==> config.mk <==
export PLATFORM = sky130hd
export DESIGN_NAME = gpio_in_cond
export DESIGN_NICKNAME = d
export VERILOG_FILES = /design/src/rtl/gpio_pkg.sv /design/src/rtl/gpio_in_chk.sv /design/src/rtl/gpio_in_pin.sv /design/src/rtl/gpio_in_cond.sv
export SDC_FILE = /design/constraint.sdc
export NUM_CORES = 1
export LEC_CHECK = 0
export BUFFER_PORTS_ARGS = -buffer_cell sky130_fd_sc_hd__buf_2
export CAP_MARGIN = 0
export CORE_MARGIN = 8
export CORE_UTILIZATION = 60
export CTS_BUF_LIST = sky130_fd_sc_hd__clkbuf_8
export DETAILED_ROUTE_END_ITERATION = 10
export PLACE_DENSITY_LB_ADDON = 0.08
export SLEW_MARGIN = 20
export SYNTH_ARGS = -nofsm -noshare
export SYNTH_HDL_FRONTEND = slang
export SYNTH_SLANG_ARGS = --single-unit
==> constraint.sdc <==
create_clock -name clk -period 2.6 [get_ports clk]
set_input_delay 0.52 -clock clk [delete_from_list [all_inputs] [get_ports clk]]
set_output_delay 0.52 -clock clk [all_outputs]
set_load 0.01 [all_outputs]
==> src/rtl/gpio_pkg.sv <==
// gpio_pkg: shared constants for the GPIO input conditioning stage and the
// GPIO block it feeds, so that pin count and debounce widths always agree.
//   GPIO_N        default number of GPIO pins
//   GPIO_DEB_W    default debounce counter width
//   GPIO_DEB_CNT  default stable cycles needed to accept a new level
//   deb_act_e     per-cycle action taken by a pin's debounce logic
package gpio_pkg;

    localparam int GPIO_N       = 8;
    localparam int GPIO_DEB_W   = 4;
    localparam int GPIO_DEB_CNT = 10;

    typedef enum logic [1:0] {
        DEB_HOLD   = 2'd0,  // input agrees with stable level, counter idle
        DEB_COUNT  = 2'd1,  // input differs, still accumulating stable cycles
        DEB_ACCEPT = 2'd2,  // input differed long enough, take the new level
        DEB_BYPASS = 2'd3   // debounce disabled, follow the synchroniser
    } deb_act_e;

    // True when a debounce count is representable by a DEB_W-bit counter.
    function automatic logic deb_cnt_legal(input int cnt, input int width);
        return (cnt >= 1) && (cnt <= (1 << width));
    endfunction

endpackage

==> src/rtl/gpio_in_chk.sv <==
// gpio_in_chk: elaboration-time parameter check for the input conditioner.
// No ports; instantiated once by gpio_in_cond.
//   DEB_W    debounce counter width
//   DEB_CNT  stable cycles required (legal 1 .. 2**DEB_W)
module gpio_in_chk
    import gpio_pkg::*;
#(
    parameter int DEB_W   = GPIO_DEB_W,
    parameter int DEB_CNT = GPIO_DEB_CNT
) ();

    if (!deb_cnt_legal(DEB_CNT, DEB_W)) begin : g_bad_deb_cnt
        $error("gpio_in_chk: DEB_CNT=%0d outside 1..2**DEB_W (DEB_W=%0d)", DEB_CNT, DEB_W);
    end

endmodule

==> src/rtl/gpio_in_pin.sv <==
// gpio_in_pin: conditioning for a single GPIO pin.
//   clk, reset_n  clock and asynchronous active-low reset
//   pin_in        raw asynchronous pad level
//   deb_en        1 = debounce, 0 = bypass (follow synchroniser)
//   irq_rise_en   arm status on rising edge of the conditioned level
//   irq_fall_en   arm status on falling edge of the conditioned level
//   irq_clr       write-1-to-clear for the status bit
//   gpio_in       conditioned level
//   rise_pulse    one-cycle pulse in the first cycle gpio_in reads 1
//   fall_pulse    one-cycle pulse in the first cycle gpio_in reads 0
//   irq_status    sticky interrupt flag
module gpio_in_pin
    import gpio_pkg::*;
#(
    parameter int DEB_W   = GPIO_DEB_W,
    parameter int DEB_CNT = GPIO_DEB_CNT
) (
    input  logic clk,
    input  logic reset_n,
    input  logic pin_in,
    input  logic deb_en,
    input  logic irq_rise_en,
    input  logic irq_fall_en,
    input  logic irq_clr,
    output logic gpio_in,
    output logic rise_pulse,
    output logic fall_pulse,
    output logic irq_status
);

    localparam logic [DEB_W-1:0] DEB_LAST = DEB_W'(DEB_CNT - 1);
    localparam logic [DEB_W-1:0] DEB_ZERO = DEB_W'(0);
    localparam logic [DEB_W-1:0] DEB_ONE  = DEB_W'(1);

    logic             sync1_r;
    logic             sync2_r;
    logic             stable_r;
    logic [DEB_W-1:0] cnt_r;
    logic             rise_r;
    logic             fall_r;
    logic             status_r;

    deb_act_e         act_s;
    logic             stable_nxt_s;
    logic [DEB_W-1:0] cnt_nxt_s;
    logic             status_nxt_s;

    // Two-flop synchroniser, nothing between the flops.
    always_ff @(posedge clk or negedge reset_n) begin
        if (!reset_n) begin
            sync1_r <= 1'b0;
            sync2_r <= 1'b0;
        end else begin
            sync1_r <= pin_in;
            sync2_r <= sync1_r;
        end
    end

    // Classify this cycle's debounce action.
    always_comb begin
        act_s = DEB_HOLD;
        if (!deb_en) begin
            act_s = DEB_BYPASS;
        end else if (sync2_r == stable_r) begin
            act_s = DEB_HOLD;
        end else if (cnt_r == DEB_LAST) begin
            act_s = DEB_ACCEPT;
        end else begin
            act_s = DEB_COUNT;
        end
    end

    // Next stable level and counter from the chosen action; a glitch back to
    // the stable level lands in DEB_HOLD and so restarts the count.
    always_comb begin
        stable_nxt_s = stable_r;
        cnt_nxt_s    = DEB_ZERO;
        case (act_s)
            DEB_BYPASS: begin
                stable_nxt_s = sync2_r;
                cnt_nxt_s    = DEB_ZERO;
            end
            DEB_HOLD: begin
                stable_nxt_s = stable_r;
                cnt_nxt_s    = DEB_ZERO;
            end
            DEB_COUNT: begin
                stable_nxt_s = stable_r;
                cnt_nxt_s    = cnt_r + DEB_ONE;
            end
            DEB_ACCEPT: begin
                stable_nxt_s = sync2_r;
                cnt_nxt_s    = DEB_ZERO;
            end
            default: begin
                stable_nxt_s = stable_r;
                cnt_nxt_s    = DEB_ZERO;
            end
        endcase
    end

    // Sticky status: a new enabled event beats a simultaneous clear.
    always_comb begin
        status_nxt_s = (rise_r & irq_rise_en) | (fall_r & irq_fall_en) | (status_r & ~irq_clr);
    end

    // Stable level, counter and edge pulses; pulses are computed from the
    // next level so they coincide with the first cycle the new level shows.
    always_ff @(posedge clk or negedge reset_n) begin
        if (!reset_n) begin
            stable_r <= 1'b0;
            cnt_r    <= DEB_ZERO;
            rise_r   <= 1'b0;
            fall_r   <= 1'b0;
        end else begin
            stable_r <= stable_nxt_s;
            cnt_r    <= cnt_nxt_s;
            rise_r   <= stable_nxt_s & ~stable_r;
            fall_r   <= ~stable_nxt_s & stable_r;
        end
    end

    // Interrupt status register.
    always_ff @(posedge clk or negedge reset_n) begin
        if (!reset_n) begin
            status_r <= 1'b0;
        end else begin
            status_r <= status_nxt_s;
        end
    end

    assign gpio_in    = stable_r;
    assign rise_pulse = rise_r;
    assign fall_pulse = fall_r;
    assign irq_status = status_r;

endmodule

==> src/rtl/gpio_in_cond.sv <==
// gpio_in_cond: input conditioning in front of the GPIO block. Each of the N
// pins is synchronised, optionally debounced, edge-detected and given a
// sticky interrupt flag; the flags are ORed into a single irq line.
//   clk, reset_n  clock and asynchronous active-low reset
//   pin_in        raw pad levels (asynchronous)
//   deb_en        per-pin debounce enable
//   irq_rise_en   per-pin rising-edge interrupt enable
//   irq_fall_en   per-pin falling-edge interrupt enable
//   irq_clr       per-pin write-1-to-clear of irq_status
//   gpio_in       conditioned levels
//   rise_pulse    per-pin rising-edge pulse
//   fall_pulse    per-pin falling-edge pulse
//   irq_status    sticky per-pin interrupt flags
//   irq           OR of irq_status
module gpio_in_cond
    import gpio_pkg::*;
#(
    parameter int N       = GPIO_N,
    parameter int DEB_W   = GPIO_DEB_W,
    parameter int DEB_CNT = GPIO_DEB_CNT
) (
    input  logic         clk,
    input  logic         reset_n,
    input  logic [N-1:0] pin_in,
    input  logic [N-1:0] deb_en,
    input  logic [N-1:0] irq_rise_en,
    input  logic [N-1:0] irq_fall_en,
    input  logic [N-1:0] irq_clr,
    output logic [N-1:0] gpio_in,
    output logic [N-1:0] rise_pulse,
    output logic [N-1:0] fall_pulse,
    output logic [N-1:0] irq_status,
    output logic         irq
);

    gpio_in_chk #(
        .DEB_W   (DEB_W),
        .DEB_CNT (DEB_CNT)
    ) u_chk ();

    for (genvar i = 0; i < N; i++) begin : g_pin
        gpio_in_pin #(
            .DEB_W   (DEB_W),
            .DEB_CNT (DEB_CNT)
        ) u_pin (
            .clk         (clk),
            .reset_n     (reset_n),
            .pin_in      (pin_in[i]),
            .deb_en      (deb_en[i]),
            .irq_rise_en (irq_rise_en[i]),
            .irq_fall_en (irq_fall_en[i]),
            .irq_clr     (irq_clr[i]),
            .gpio_in     (gpio_in[i]),
            .rise_pulse  (rise_pulse[i]),
            .fall_pulse  (fall_pulse[i]),
            .irq_status  (irq_status[i])
        );
    end

    // Aggregated interrupt, combinational from the registered flags.
    always_comb begin
        irq = |irq_status;
    end

endmodule

# Word-level counts from Yosys, hierarchy flattened
# Index checks and enable logic that the tools add are counted.
[word_totals]
ff_bits = 80
inputBits = 42
[classes]
mux = 40
bitwise_logic = 80
n_addsub = 8
reduce_logical = 33
eq_ne = 40
[op_table]
columns = ["operator", "count"]
rows = [
  ["$pmux W4 S2", 8],
  ["$mux W2", 24],
  ["$and A1 B1 Y1", 40],
  ["$add A4 B1 Y4 const B", 8],
  ["$eq A2 B2 Y1 const B", 16],
  ["$eq A4 B4 Y1 const B", 8],
  ["$reduce_or A2 Y1", 16],
  ["$not A1 Y1", 24],
  ["$reduce_or A3 Y1", 8],
  ["$eq A2 B1 Y1 const B", 8],
  ["$logic_not A2 Y1", 8],
  ["$or A1 B1 Y1", 16],
  ["$pmux W1 S2", 8],
  ["$eq A1 B1 Y1", 8],
  ["$reduce_or A8 Y1", 1],
]

# Depth between registers and ports, before layout
[logic_depth]
word_depth = 9
mapped_depth = 5
depth_no_buf = 5

# By module
# Synthesis repeated with hierarchy kept, for this count alone.
[hier_totals]
hier_cells = 243
area_unflattened_um2 = 3139.3
[modules_own_cells]
columns = ["module", "cells_per_inst", "area_each_um2", "instances", "seq_area_each_um2"]
rows = [
  ["gpio_in_pin", 30, 390.4, 8, 250.2],
  ["gpio_in_cond", 3, 16.3, 1, 0.0],
]

# Worst setup path after synthesis
# OpenSTA, ideal clock, no wires.
[synth_path]
kind = "register -> output"
start = "reg g_pin[1].u_pin.status_r"
end = "out irq"
arrival_time_ns = 0.744
t_required_ns = 2.080
n_path_buf = 0
path_stages_with_launch = 3
slack_ns = 1.336
path_cell_list = "dfrtp_1 -> nor4_1 -> nand2_1"
[synth_via]
elab_chain_cells = 1
[synth_lines]
columns = ["item", "line", "source"]
rows = [
  ["from (decl)", "gpio_in_pin.sv:41", "logic status_r;"],
  ["from (signal assigned)", "gpio_in_pin.sv:128", "status_r <= status_nxt_s;"],
  ["$reduce_or A8 Y1", "gpio_in_cond.sv:62", "irq = |irq_status;"],
  ["to (decl)", "gpio_in_cond.sv:33", "output logic irq"],
]
# Every way passes these cells.

# Worst setup path in the final report
[layout_path]
start = "reg g_pin[0].u_pin.status_r"
end = "out irq"
[layout_via]
elab_chain_cells = 1
[layout_lines]
columns = ["item", "line"]
rows = [
  ["from (decl)", "gpio_in_pin.sv:41"],
  ["from (signal assigned)", "gpio_in_pin.sv:128"],
  ["$reduce_or A8 Y1", "gpio_in_cond.sv:62"],
]
# Every way passes these cells.

==> qor.yml <==
synth:
  synthDominantCellAreaShare_pct: 59.2
  synth.lib_cells_used.distinct: 16
  register_area_share_after_synthesis_pct: 59.2
  synth_ff_type: "sky130_fd_sc_hd__dfrtp_1"
  post_synth.cell_area_avg_sq_um: 12.3
  synth_common_cells: "80 x sky130_fd_sc_hd__dfrtp_1, 32 x sky130_fd_sc_hd__buf_4, 32 x sky130_fd_sc_hd__nor2_1"
  synthesized_netlist_net_count: 333
  ys_seq_elements: 80
  synth_edf_count: 0
  ys_top_cells_by_area: "sky130_fd_sc_hd__dfrtp_1 59%, sky130_fd_sc_hd__buf_4 7.1%, sky130_fd_sc_hd__ha_1 5.9%"
  post_synth_instance_area_sq_um: 3380
  synthArstFlopShare_pct: 100
  synthCells: 275
  synth-warning-count: 0
  post-synth-top-count-cell: "sky130_fd_sc_hd__dfrtp_1"
  netlist.top_cell.by_area: "sky130_fd_sc_hd__dfrtp_1"
route:
  postRouteWirelength_mm: 5.77
  via_density: 4.97
  drcViolationCount: 0
  vias: 2023
  drtAntennaViolNets: 0
  drt_iter0_drc: 66
  detailedRoute.firstPassIterationCount: 4
  drt-wirelength-per-cell_um: 14.2
sta:
  max-slew-margin-rel_pct: 68.7
  setup_viol: 0
  setup-tns-final_ps: 0
  fin_skew_ps: 5.73
  worst-slew-pin-transition_ps: 470
  grt_setup_unrepaired: "no"
  final_hold_viol_count: 0
  final_period_minus_worst_setup_slack_ps: 1880
  timing.fmax_ghz: 0.531
  report.final.slew_viol_count: 0
  finalCritPeriodShare_pct: 72.4
  finalHoldWorstSlack_ps: 120
cts:
  clkLatencyLatePin_ps: 350
  cts_buffers: 9
  numClockSinks: 80
  clock_tree.buffer_depth: 2
  postCtsSetupRepairBufs: 0
  cts_repair_resize_count: 0
  clkTransAtPathRegs_ps: 70
  cts_tree: "yes"
  clock_tree_root: "sky130_fd_sc_hd__clkbuf_8"
  cts.htree.levels: 3
  holdBufCountCts: 0
grt:
  grt-ovfl-total: 0
  grt_first_pass_wirelength_mm: 10.0
  grt_pass1_vias: 2223
  grt_use_total_pct: 15.3
  number_of_antenna_violations_at_the_first_check_in_global_routing: 1
  grt_start_max_net_pins: 45
worst_setup_path:
  cp-startpoint: "g_pin[0].u_pin.irq_status"
  timing.setup.critical_path_class: "flop to primary output"
  r2r.worst_path.cells: 4
  path_max_fanout: 3
  reg2reg_from: "g_pin[4].u_pin.cnt_r[0]"
  worst_setup_path_start_kind: "flop"
  cp_data_arrival_time_ps: 1360
  endpoint_type_of_the_worst_setup_path: "primary output"
  worst_ep_required_time_ps: 2080
floorplan:
  design.core.area_sq_um: 5470
  die_y_um: 91.1
  floorplan.rows: 27
  die_area_sq_um: 8290
  die_w_um: 91.1
  starting_density_of_the_core_pct: 61.8
  ios: 75
final_layout:
  fin_area_sq_um: 3860
  layout_cells_sized_above_1_pct: 29.0
  fill_cells: 429
  regArea_sq_um: 2000
  multi_input_comb_area_sq_um: 1080
  final_net_count: 387
  final_util_pct: 70.5
  area_growth_pct: 14.1
pwr:
  pwr_per_cell_area_nw_per_um2: 692
  peakVddDrop_mv: 0.379
  leakagePower_uw: 0.00191
placement:
  placedInstanceArea_sq_um: 3620
  place.gp.congestion: 0.738
  port-buffer-count: 74
  detailedPlacementHpwl_mm: 4.31
hold_path:
  hp-class: "input port to asynchronous set/reset pin"
job:
  maxCapViolCount: 0
status:
  result_of_the_run: "completed"
[per-stage QoR]
stage / power [uW] / setup slack (ps) / instances
finish: 2670 / 718 / 407
CTS: 2700 / 697 / 406
global placement: 1670 / 1160 / 390
global route: 2800 / 605 / 406
detailed placement: 1680 / 1080 / 390
floorplan: 1590 / 1340 / 275
[power by group]
part           internal (uW)  switching [uW]
combinational            126             137
clock                    613             414
sequential              1320            63.9
[sequential cells by signal, indices dropped and copies added (netlist names)]
| signal | flops |
|---|---|
| g_pin.u_pin.cnt_r | 32 |
| g_pin.u_pin.rise_pulse | 8 |
| g_pin.u_pin.sync2_r | 8 |
| g_pin.u_pin.irq_status | 8 |
| g_pin.u_pin.fall_pulse | 8 |
| g_pin.u_pin.sync1_r | 8 |
| g_pin.u_pin.gpio_in | 8 |
[final cells by class]
| cell class | count | share of cell area, % |
|---|---|---|
| multi-input cells | 147 | 27.9 |
| diodes | 1 | 0.0649 |
| clock buffers | 12 | 4.28 |
| inverters | 16 | 1.56 |
| flip-flops and latches | 80 | 51.9 |
| clock inverters | 4 | 1.75 |
| well taps | 72 | 2.34 |
| repair buffers | 75 | 10.2 |
[logic make-up (layout without fill, tap and decap cells)]
| kind of cell | after synthesis | after routing | share of synthesized area, % |
|---|---|---|---|
| flip-flops | 80 | 80 | 59.2 |
| buffers and inverters | 48 | 107 | 8.89 |
| AND/OR/NAND/NOR | 67 | 67 | 9.66 |
| multiplexers | 8 | 8 | 3.55 |
| adder cells (fa/ha/maj) | 16 | 16 | 5.92 |
| other | 0 | 1 | 0 |
| XOR/XNOR | 24 | 24 | 6.22 |
| AO/OA/AOI/OAI | 32 | 32 | 6.52 |
[routing by layer]
layer | GRT usage, % | share of wire [%] | up-vias
met1 | 17.3 | 44 | 966
li1 | - | - | 990
met2 | 24.3 | 46 | 55
met3 | 5.76 | 7.5 | 12
met4 | 9.00 | 2.4 | 0
met5 | 0 | 0 | -
[final timing paths]
kind / endpoint / slack (ps)
max: irq / 720
min: g_pin[1].u_pin.gpio_in / 120
max reg2reg: g_pin[4].u_pin.gpio_in / 1270
min reg2reg: g_pin[7].u_pin.sync2_r / 350
max in group asynchronous: g_pin[0].u_pin.gpio_in / 1910
min in group clk: g_pin[7].u_pin.sync1_r / 270
[worst max-delay path: stages (launching register included)]
cell                      delay, ps
sky130_fd_sc_hd__dfrtp_1        400
sky130_fd_sc_hd__nor4_1         370
sky130_fd_sc_hd__nand2_1         90
sky130_fd_sc_hd__buf_2          150
[placed cells by master, fill, tap and decap left out]
cell                        netlist  layout
sky130_fd_sc_hd__dfrtp_1         80      80
sky130_fd_sc_hd__xnor2_1          8       8
sky130_fd_sc_hd__mux2_4           8       8
sky130_fd_sc_hd__clkbuf_8         0      12
sky130_fd_sc_hd__o21a_1           8       8
sky130_fd_sc_hd__buf_12           0       1
sky130_fd_sc_hd__o211ai_1         8       8
sky130_fd_sc_hd__nand2_1          9       9
sky130_fd_sc_hd__inv_1           16      18
sky130_fd_sc_hd__nor2_1          32      32
sky130_fd_sc_hd__bufinv_16        0       2
sky130_fd_sc_hd__nor4_1           2       2
sky130_fd_sc_hd__nand3_1          8       8
sky130_fd_sc_hd__a22oi_1          8       8
sky130_fd_sc_hd__o21ai_0          8       8
sky130_fd_sc_hd__diode_2          0       1
sky130_fd_sc_hd__ha_1            16      16
sky130_fd_sc_hd__buf_4           32       1
sky130_fd_sc_hd__buf_2            0      73
sky130_fd_sc_hd__xor2_1          16      16
sky130_fd_sc_hd__nor3b_1         16      16
(Power assumes the default switching activity.)
